==> config.mk <==
export PLATFORM = sky130hd
export DESIGN_NAME = regfile_sb
export DESIGN_NICKNAME = d
export VERILOG_FILES = /design/src/rtl/npc_pkg.sv /design/src/rtl/regfile_sb_ctr.sv /design/src/rtl/regfile_sb.sv
export SDC_FILE = /design/constraint.sdc
export NUM_CORES = 2
export LEC_CHECK = 0
export CAP_MARGIN = 0
export CORE_UTILIZATION = 40
export CTS_CLUSTER_DIAMETER = 50
export DETAILED_ROUTE_END_ITERATION = 16
export PLACE_DENSITY_LB_ADDON = 0.2
export SLEW_MARGIN = 0
export SYNTH_ARGS = -nofsm -noshare
export SYNTH_HDL_FRONTEND = slang
export SYNTH_SLANG_ARGS = --single-unit
==> constraint.sdc <==
create_clock -name clk -period 7.23 [get_ports clk]
set_input_delay 0.723 -clock clk [delete_from_list [all_inputs] [get_ports clk]]
set_output_delay 0.723 -clock clk [all_outputs]
set_load 0.05 [all_outputs]
==> src/rtl/npc_pkg.sv <==
// npc_pkg: shared widths and register/word types for decode, regfile and writeback.
package npc_pkg;
    localparam int NPC_DATA_WIDTH  = 32;
    localparam int NPC_REG_NUM     = 32;
    localparam int NPC_REG_NUM_BIT = 5;
    typedef logic [NPC_REG_NUM_BIT-1:0] reg_addr_t;
    typedef logic [NPC_DATA_WIDTH-1:0]  word_t;
endpackage

==> src/rtl/regfile_sb_ctr.sv <==
// regfile_sb_ctr: pending-write up/down counter, saturating at max, never underflowing.
module regfile_sb_ctr #(
    parameter int PEND_W = 2
) (
    input  logic              clk,
    input  logic              rst,
    input  logic              inc_i,
    input  logic              dec_i,
    input  logic              clr_i,
    output logic [PEND_W-1:0] cnt_o,
    output logic              at_max_o
);
    logic [PEND_W-1:0] cnt_q, cnt_d;
    logic              dn;
    assign at_max_o = &cnt_q;
    assign dn       = dec_i & (|cnt_q);
    assign cnt_o    = cnt_q;
    always_comb begin
        cnt_d = clr_i ? '0 : (inc_i == dn) ? cnt_q : inc_i ? (at_max_o ? cnt_q : cnt_q + PEND_W'(1)) : cnt_q - PEND_W'(1);
    end
    always_ff @(posedge clk) begin
        cnt_q <= rst ? '0 : cnt_d;
    end
endmodule

==> src/rtl/regfile_sb.sv <==
// regfile_sb: integer register file with per-register pending-write scoreboard.
// Define REGFILE_BYPASS_EN to forward a same-cycle writeback onto the read ports.
module regfile_sb
    import npc_pkg::*;
#(
    parameter int DATA_WIDTH  = NPC_DATA_WIDTH,
    parameter int REG_NUM     = NPC_REG_NUM,
    parameter int REG_NUM_BIT = NPC_REG_NUM_BIT,
    parameter int NUM_RD      = 2,
    parameter int PEND_W      = 2
) (
    input  logic                          clk,
    input  logic                          rst,
    input  logic [NUM_RD*REG_NUM_BIT-1:0] raddr,
    output logic [NUM_RD*DATA_WIDTH-1:0]  rdata,
    output logic [NUM_RD-1:0]             rbusy,
    input  logic                          wen,
    input  logic [REG_NUM_BIT-1:0]        waddr,
    input  logic [DATA_WIDTH-1:0]         wdata,
    input  logic                          iss_valid,
    input  logic [REG_NUM_BIT-1:0]        iss_rd,
    output logic                          iss_ready,
    input  logic                          flush
);
    localparam int REG_SPACE = 2**REG_NUM_BIT;
    // Every encodable address gets an entry; x0 and unimplemented ones read as constant zero.
    logic [DATA_WIDTH-1:0] rf_rd  [REG_SPACE];
    logic [PEND_W-1:0]     cnt_rd [REG_SPACE];
    logic [REG_SPACE-1:0]  at_max;
    logic                  iss_fire;
    assign iss_ready = ~at_max[iss_rd] | (wen & (waddr == iss_rd));
    assign iss_fire  = iss_valid & iss_ready;
    for (genvar j = 0; j < REG_SPACE; j++) begin : g_reg
        if (j > 0 && j < REG_NUM) begin : g_live
            logic [DATA_WIDTH-1:0] data_q, data_d;
            logic                  hit_w;
            assign hit_w  = wen & (waddr == REG_NUM_BIT'(j));
            assign data_d = hit_w ? wdata : data_q;
            always_ff @(posedge clk) begin
                data_q <= rst ? '0 : data_d;
            end
            regfile_sb_ctr #(.PEND_W(PEND_W)) u_ctr (
                .clk      (clk),
                .rst      (rst),
                .inc_i    (iss_fire & (iss_rd == REG_NUM_BIT'(j))),
                .dec_i    (hit_w),
                .clr_i    (flush),
                .cnt_o    (cnt_rd[j]),
                .at_max_o (at_max[j])
            );
            assign rf_rd[j] = data_q;
        end else begin : g_nil
            assign rf_rd[j]  = '0;
            assign cnt_rd[j] = '0;
            assign at_max[j] = 1'b0;
        end
    end
`ifdef REGFILE_BYPASS_EN
    logic [REG_SPACE-1:0] legal;
    for (genvar j = 0; j < REG_SPACE; j++) begin : g_legal
        assign legal[j] = (j > 0 && j < REG_NUM);
    end
`endif
    for (genvar p = 0; p < NUM_RD; p++) begin : g_rd
        logic [REG_NUM_BIT-1:0] a;
        assign a = raddr[p*REG_NUM_BIT +: REG_NUM_BIT];
`ifdef REGFILE_BYPASS_EN
        logic byp;
        // The completing write resolves one pending write, so only deeper queues stay busy.
        assign byp = wen & (waddr == a) & legal[a];
        assign rdata[p*DATA_WIDTH +: DATA_WIDTH] = byp ? wdata : rf_rd[a];
        assign rbusy[p] = byp ? (cnt_rd[a] > PEND_W'(1)) : |cnt_rd[a];
`else
        assign rdata[p*DATA_WIDTH +: DATA_WIDTH] = rf_rd[a];
        assign rbusy[p] = |cnt_rd[a];
`endif
    end
endmodule
Word level (Yosys, flattened, before mapping)
Index checks and enable logic that the tools add are counted.
- logic and storage cells: 554
- register bits after elaboration: 1054
- magnitude comparators: 3
- bitwise operators: 130
- reduce and logical (&&, ||, !) cells: 96
- multiplexer cells: 76
- equal/unequal tests: 125
- add/subtract/negate cells: 62
- operators with widths (operator ; number):
    32-bit binary-select mux with 5-bit select ; 2
    5-bit == test, second input constant ; 32
    2-bit 2-to-1 mux ; 66
    32-bit 2-to-1 mux ; 4
    2-bit AND reduction ; 62
    1-bit bitwise AND ; 95
    5-bit by 4-bit == test with 1-bit output, second input constant ; 16
    2-bit OR reduction ; 34
    2-bit by 1-bit adder with 2-bit output, second input constant ; 31
    2-bit inequality test, second input constant ; 31
    2-bit by 1-bit subtractor with 2-bit output, second input constant ; 31
    5-bit by 3-bit == test with 1-bit output, second input constant ; 8
    1-bit inverter ; 32
    1-bit == test ; 31
    2-bit binary-select mux with 5-bit select ; 2
    5-bit by 2-bit == test with 1-bit output, second input constant ; 4
    6-bit >= comparator, second input constant ; 2
    5-bit inverter with 6-bit output ; 2
    5-bit by 1-bit == test with 1-bit output, second input constant ; 2
    5-bit by 6-bit < comparator with 1-bit output, second input constant ; 1
    1-bit binary-select mux with 5-bit select ; 1
    5-bit == test ; 1
    1-bit 2-to-1 mux ; 1
    1-bit bitwise OR ; 1

Logic depth before layout (Yosys ltp)
- depth after elaboration: 10
- mapped depth: 12
- mapped depth without buffers: 7

Hierarchy
A second synthesis with hierarchy kept.
- cells, all modules: 6099
- area, all modules: 55121.6 um^2
- modules (own cells, without submodules) (module ; instances ; area an instance (um^2) ; cells each):
    regfile_sb ; 1 ; 51165.3 ; 5603
    regfile_sb_ctr ; 31 ; 127.6 ; 16

Worst setup path after synthesis
Ideal clock, no wire load.
- path type: input port to output port
- from: in raddr[0]
- to: out rbusy[0]
- path buffers: 4
- data required time: 6.507 ns
- stages on the path: 9
- data arrival time: 3.266 ns
- setup slack: 3.241 ns
- cell sequence: buf_2 > buf_2 > buf_1 > clkbuf_1 > nor3_1 > a211oi_1 > a21oi_1 > mux4_2 > mux2i_1
- longest elaborated chain between the ends: 5
- ends and longest elaborated chain (element ; line ; RTL):
    from (decl) ; regfile_sb.sv:14 ; input logic [NUM_RD*REG_NUM_BIT-1:0] raddr,
    5-bit inverter with 6-bit output (implied by the code) ; regfile_sb.sv:75 ; assign rbusy[p] = |cnt_rd[a];
    2-bit binary-select mux with 5-bit select ; regfile_sb.sv:75 ;
    2-bit 2-to-1 mux (implied by the code) (2 in a row) ; regfile_sb.sv:75 ;
    2-bit OR reduction ; regfile_sb.sv:75 ;
    to (decl) ; regfile_sb.sv:16 ; output logic [NUM_RD-1:0] rbusy,
Every way passes these cells. The select of a mux whose other input is x is not followed.

Worst setup path after layout
- from: in raddr[6]
- to: out rdata[58]
- longest elaborated chain between the ends: 4
- ends and longest elaborated chain (element ; line ; RTL):
    5-bit inverter with 6-bit output (implied by the code) ; regfile_sb.sv:74 ; assign rdata[p*DATA_WIDTH +: DATA_WIDTH] = rf_rd[a];
    32-bit binary-select mux with 5-bit select ; regfile_sb.sv:74 ;
    32-bit 2-to-1 mux (implied by the code) (2 in a row) ; regfile_sb.sv:74 ;
    to (decl) ; regfile_sb.sv:15 ; output logic [NUM_RD*DATA_WIDTH-1:0] rdata,
Every way passes these cells. The select of a mux whose other input is x is not followed.

==> impl_metrics.toml <==
[synth]
ys_types = 61
ys_async_sr_fraction_pct = 0
synthFlopType = "dfxtp_1"
synth_warnings = 0
synth_edf_count = 0
synth.net_count = 6137
synthesis.area_mm2 = 0.0549
synth_cells = 6080
synth.area.top_cells = "dfxtp_1, mux4_2, nand2_1"
syn_area_per_cell_um2 = 9.03
netlist.area_leader.share_pct = 38.4
ys_seq_area_share_pct = 38.4
synth_top_area_cell = "dfxtp_1"
yosys_register_bits = 1054

[power_and_ir_drop]
p_switching_uw = 3530
vdd_drop_max_uv = 250
power.density_mw_per_mm2 = 222
pwr-share-comb_pct = 7.3
swShare_pct = 25.6
clockPowerShare_pct = 50.0
leakage_uw = 0.0195
seq_power_share_pct = 42.7
p_int_uw = 10200

[sta]
slew_headroom_pct = 11.6
rsz0062_at_grt = "false"
tns_ns = 0
setup_viol = 0
slew_viol_final = 0
worst_slew_pin_slew_ns = 1.32
fmax_mhz = 201
finalCritPeriodShare_pct = 68.8
min_period_ns = 4.98
finalWorstSetupSlack_ns = 2.25
fin_skew_ns = 0.00659
finalHoldViolCount = 0

[worst_hold_path]
hold_depth = 2
hold_path_class = "primary input to register"

[global_route]
grt_max_degree = 221
grt_antenna_before_repair = 5
grt_pass1_vias = 45100
grt_pass1_wl_um = 322000
grt_usage_pct = 32.1
gr-total-overflow = 0

[critical_path]
critPathLaunchType = "primary input"
end_kind = "output port"
reg2regPathDepth = 7
worstPathArrival_ns = 4.25
crit_path_max_fanout = 57
worstSetupPathType = "primary input to output port"
critPathRequiredTime_ns = 6.51

[drt]
detailroute.via_count = 48200
post_drt_wl_per_cell_um = 28.9
drt_wl_total_um = 224000
drt_first_iter_violations = 6292
ant_nets = 0
viasPerCell = 6.21
firstDrtPassIters = 6
drc_errors = 0

[cts]
cts_buffer_depth = 3
clock_latency_ns = 0.77
cts-hold-fix-buffers = 0
cts_setup_buffers = 0
cts_tree = "yes"
clockRootBuffer = "clkbuf_16"
htree_levels = 4
numCtsBuffers = 137
ctsResizeCount = 0
path_clk_slew_ns = 0.06
cts.sinks = 1054

[status]
status = "finished clean"

[finish]
nFillCells = 12900
drive_gt1_share_pct = 19.7
final_nets = 5920
area_growth_syn_to_layout_pct = 12.9

[floorplanning]
rows = 135
dieWidth_um = 372
initial_utilization_pct = 40.4
core-area_mm2 = 0.136
die_h_um = 372
die-area_mm2 = 0.139
ios = 124

[placement]
post-place-ws_ns = 2.32
gp_congestion = 0.854
port-buffer-count = 123
dp_hpwl_um = 125000

[flow_run]
cap_violations = 0
logic make-up after synthesis:
logic type | after synthesis | synth area share (%)
and+or+nand+nor | 2355 | 16.8
buffers and inverters | 629 | 4.41
xor gates and xnor gates | 5 | 0.0798
muxes | 753 | 27.5
AOI/OAI and AO/OA | 1284 | 12.7
DFF | 1054 | 38.4
critical path, stage by stage:
cell	delay, ns
buf_8	0.44
nor2b_4	1.05
buf_4	0.49
a22o_1	0.21
mux4_2	0.24
mux2_2	0.23
clkdlybuf4s50_1	0.83
registers in the layout (all words and copies together) (netlist names):
signal                cells
g.g_live.u_ctr.cnt_o     62
g.g_live.data_q         992
routing by layer:
layer	global-route usage (%)	wire length, µm	vias up	share of wire [%]
met5	0	25	-	0.011
met4	17.1	12500	4	5.6
met3	7.17	23800	624	11
met2	48.6	99800	2689	45
met1	42.5	87900	23800	39
li1	-	-	21000	-
placed cells by master (no fill, tap or decap), types with 12 or more instances in the layout:
cell type	Yosys	final
a21oi_1	1047	1047
a22o_1	64	64
a31oi_1	25	25
buf_12	0	12
buf_4	2	115
clkbuf_1	531	25
clkbuf_16	0	142
clkbuf_8	0	20
clkdlybuf4s50_1	0	112
clkinv_2	0	20
clkinvlp_4	0	13
dfxtp_1	1054	1054
inv_1	25	25
mux2_2	144	144
mux2i_1	18	18
mux4_2	591	591
nand2_1	2098	2068
nand2_2	0	29
nand3_1	17	16
nor2_1	117	93
nor2_4	0	24
nor3_1	32	28
o21ai_0	64	64
o22ai_1	17	17
per-stage QoR:
stage,hold WS (ns),area (µm²),std cells,power [µW],utilization (%)
after floorplan,0.442,54900,6080,6650,-
after global placement,0.449,57500,7505,6990,42.3
after detailed placement,0.455,57500,7505,6990,42.3
after CTS,0.463,62000,7747,13800,45.6
after global routing,0.479,62000,7747,14100,45.6
final,0.459,62000,7753,13800,45.6
power by group through the flow:
stage / logic [µW] / registers, µW / clock network [µW]
final: 1000 / 5880 / 6890
after global routing: 1040 / 5880 / 7170
after CTS: 990 / 5880 / 6940
after detailed placement: 990 / 6000 / 0
after global placement: 984 / 6000 / 0
after floorplan: 654 / 5990 / 0
cell usage after synthesis (5+ instances only):
cell type,n
o21ai_0,64
mux2i_1,18
mux4_2,591
nand2_1,2098
o2111a_1,5
or3_1,5
or2_2,6
a21o_1,8
nand4_1,11
buf_1,51
nand3b_1,7
nor2_1,117
a211oi_1,11
and2_1,9
nand3_1,17
inv_1,25
buf_2,16
o22ai_1,17
dfxtp_1,1054
clkbuf_1,531
nor4_1,10
nor3_1,32
a22o_1,64
a31oi_1,25
a21oi_1,1047
mux2_2,144
nand2b_1,9
nor2b_1,12
final timing paths:
check / start / endpoint / slack, ns
worst min register to register: g_reg[19].g_live.data_q[1] / g_reg[19].g_live.data_q[1] / 0.46
worst max register to register: g_reg[8].g_live.u_ctr.cnt_o[0] / g_reg[6].g_live.u_ctr.cnt_o[0] / 4.08
worst max-delay path: raddr[6] / rdata[58] / 2.25
worst min-delay path: rst / g_reg[19].g_live.data_q[1] / 0.46
layout make-up:
cell class / count / area (µm²) / area share, %
inverters: 25 / 93.8 / 0.151
repair buffers: 248 / 2330 / 3.76
clock inverters: 55 / 601 / 0.969
diodes: 6 / 15.0 / 0.0242
well taps: 1781 / 2230 / 3.59
clock buffers: 187 / 3920 / 6.33
multi-input cells: 4397 / 31700 / 51.1
flip-flops and latches: 1054 / 21100 / 34.0
Note: power is estimated with default switching activity, not from simulation.
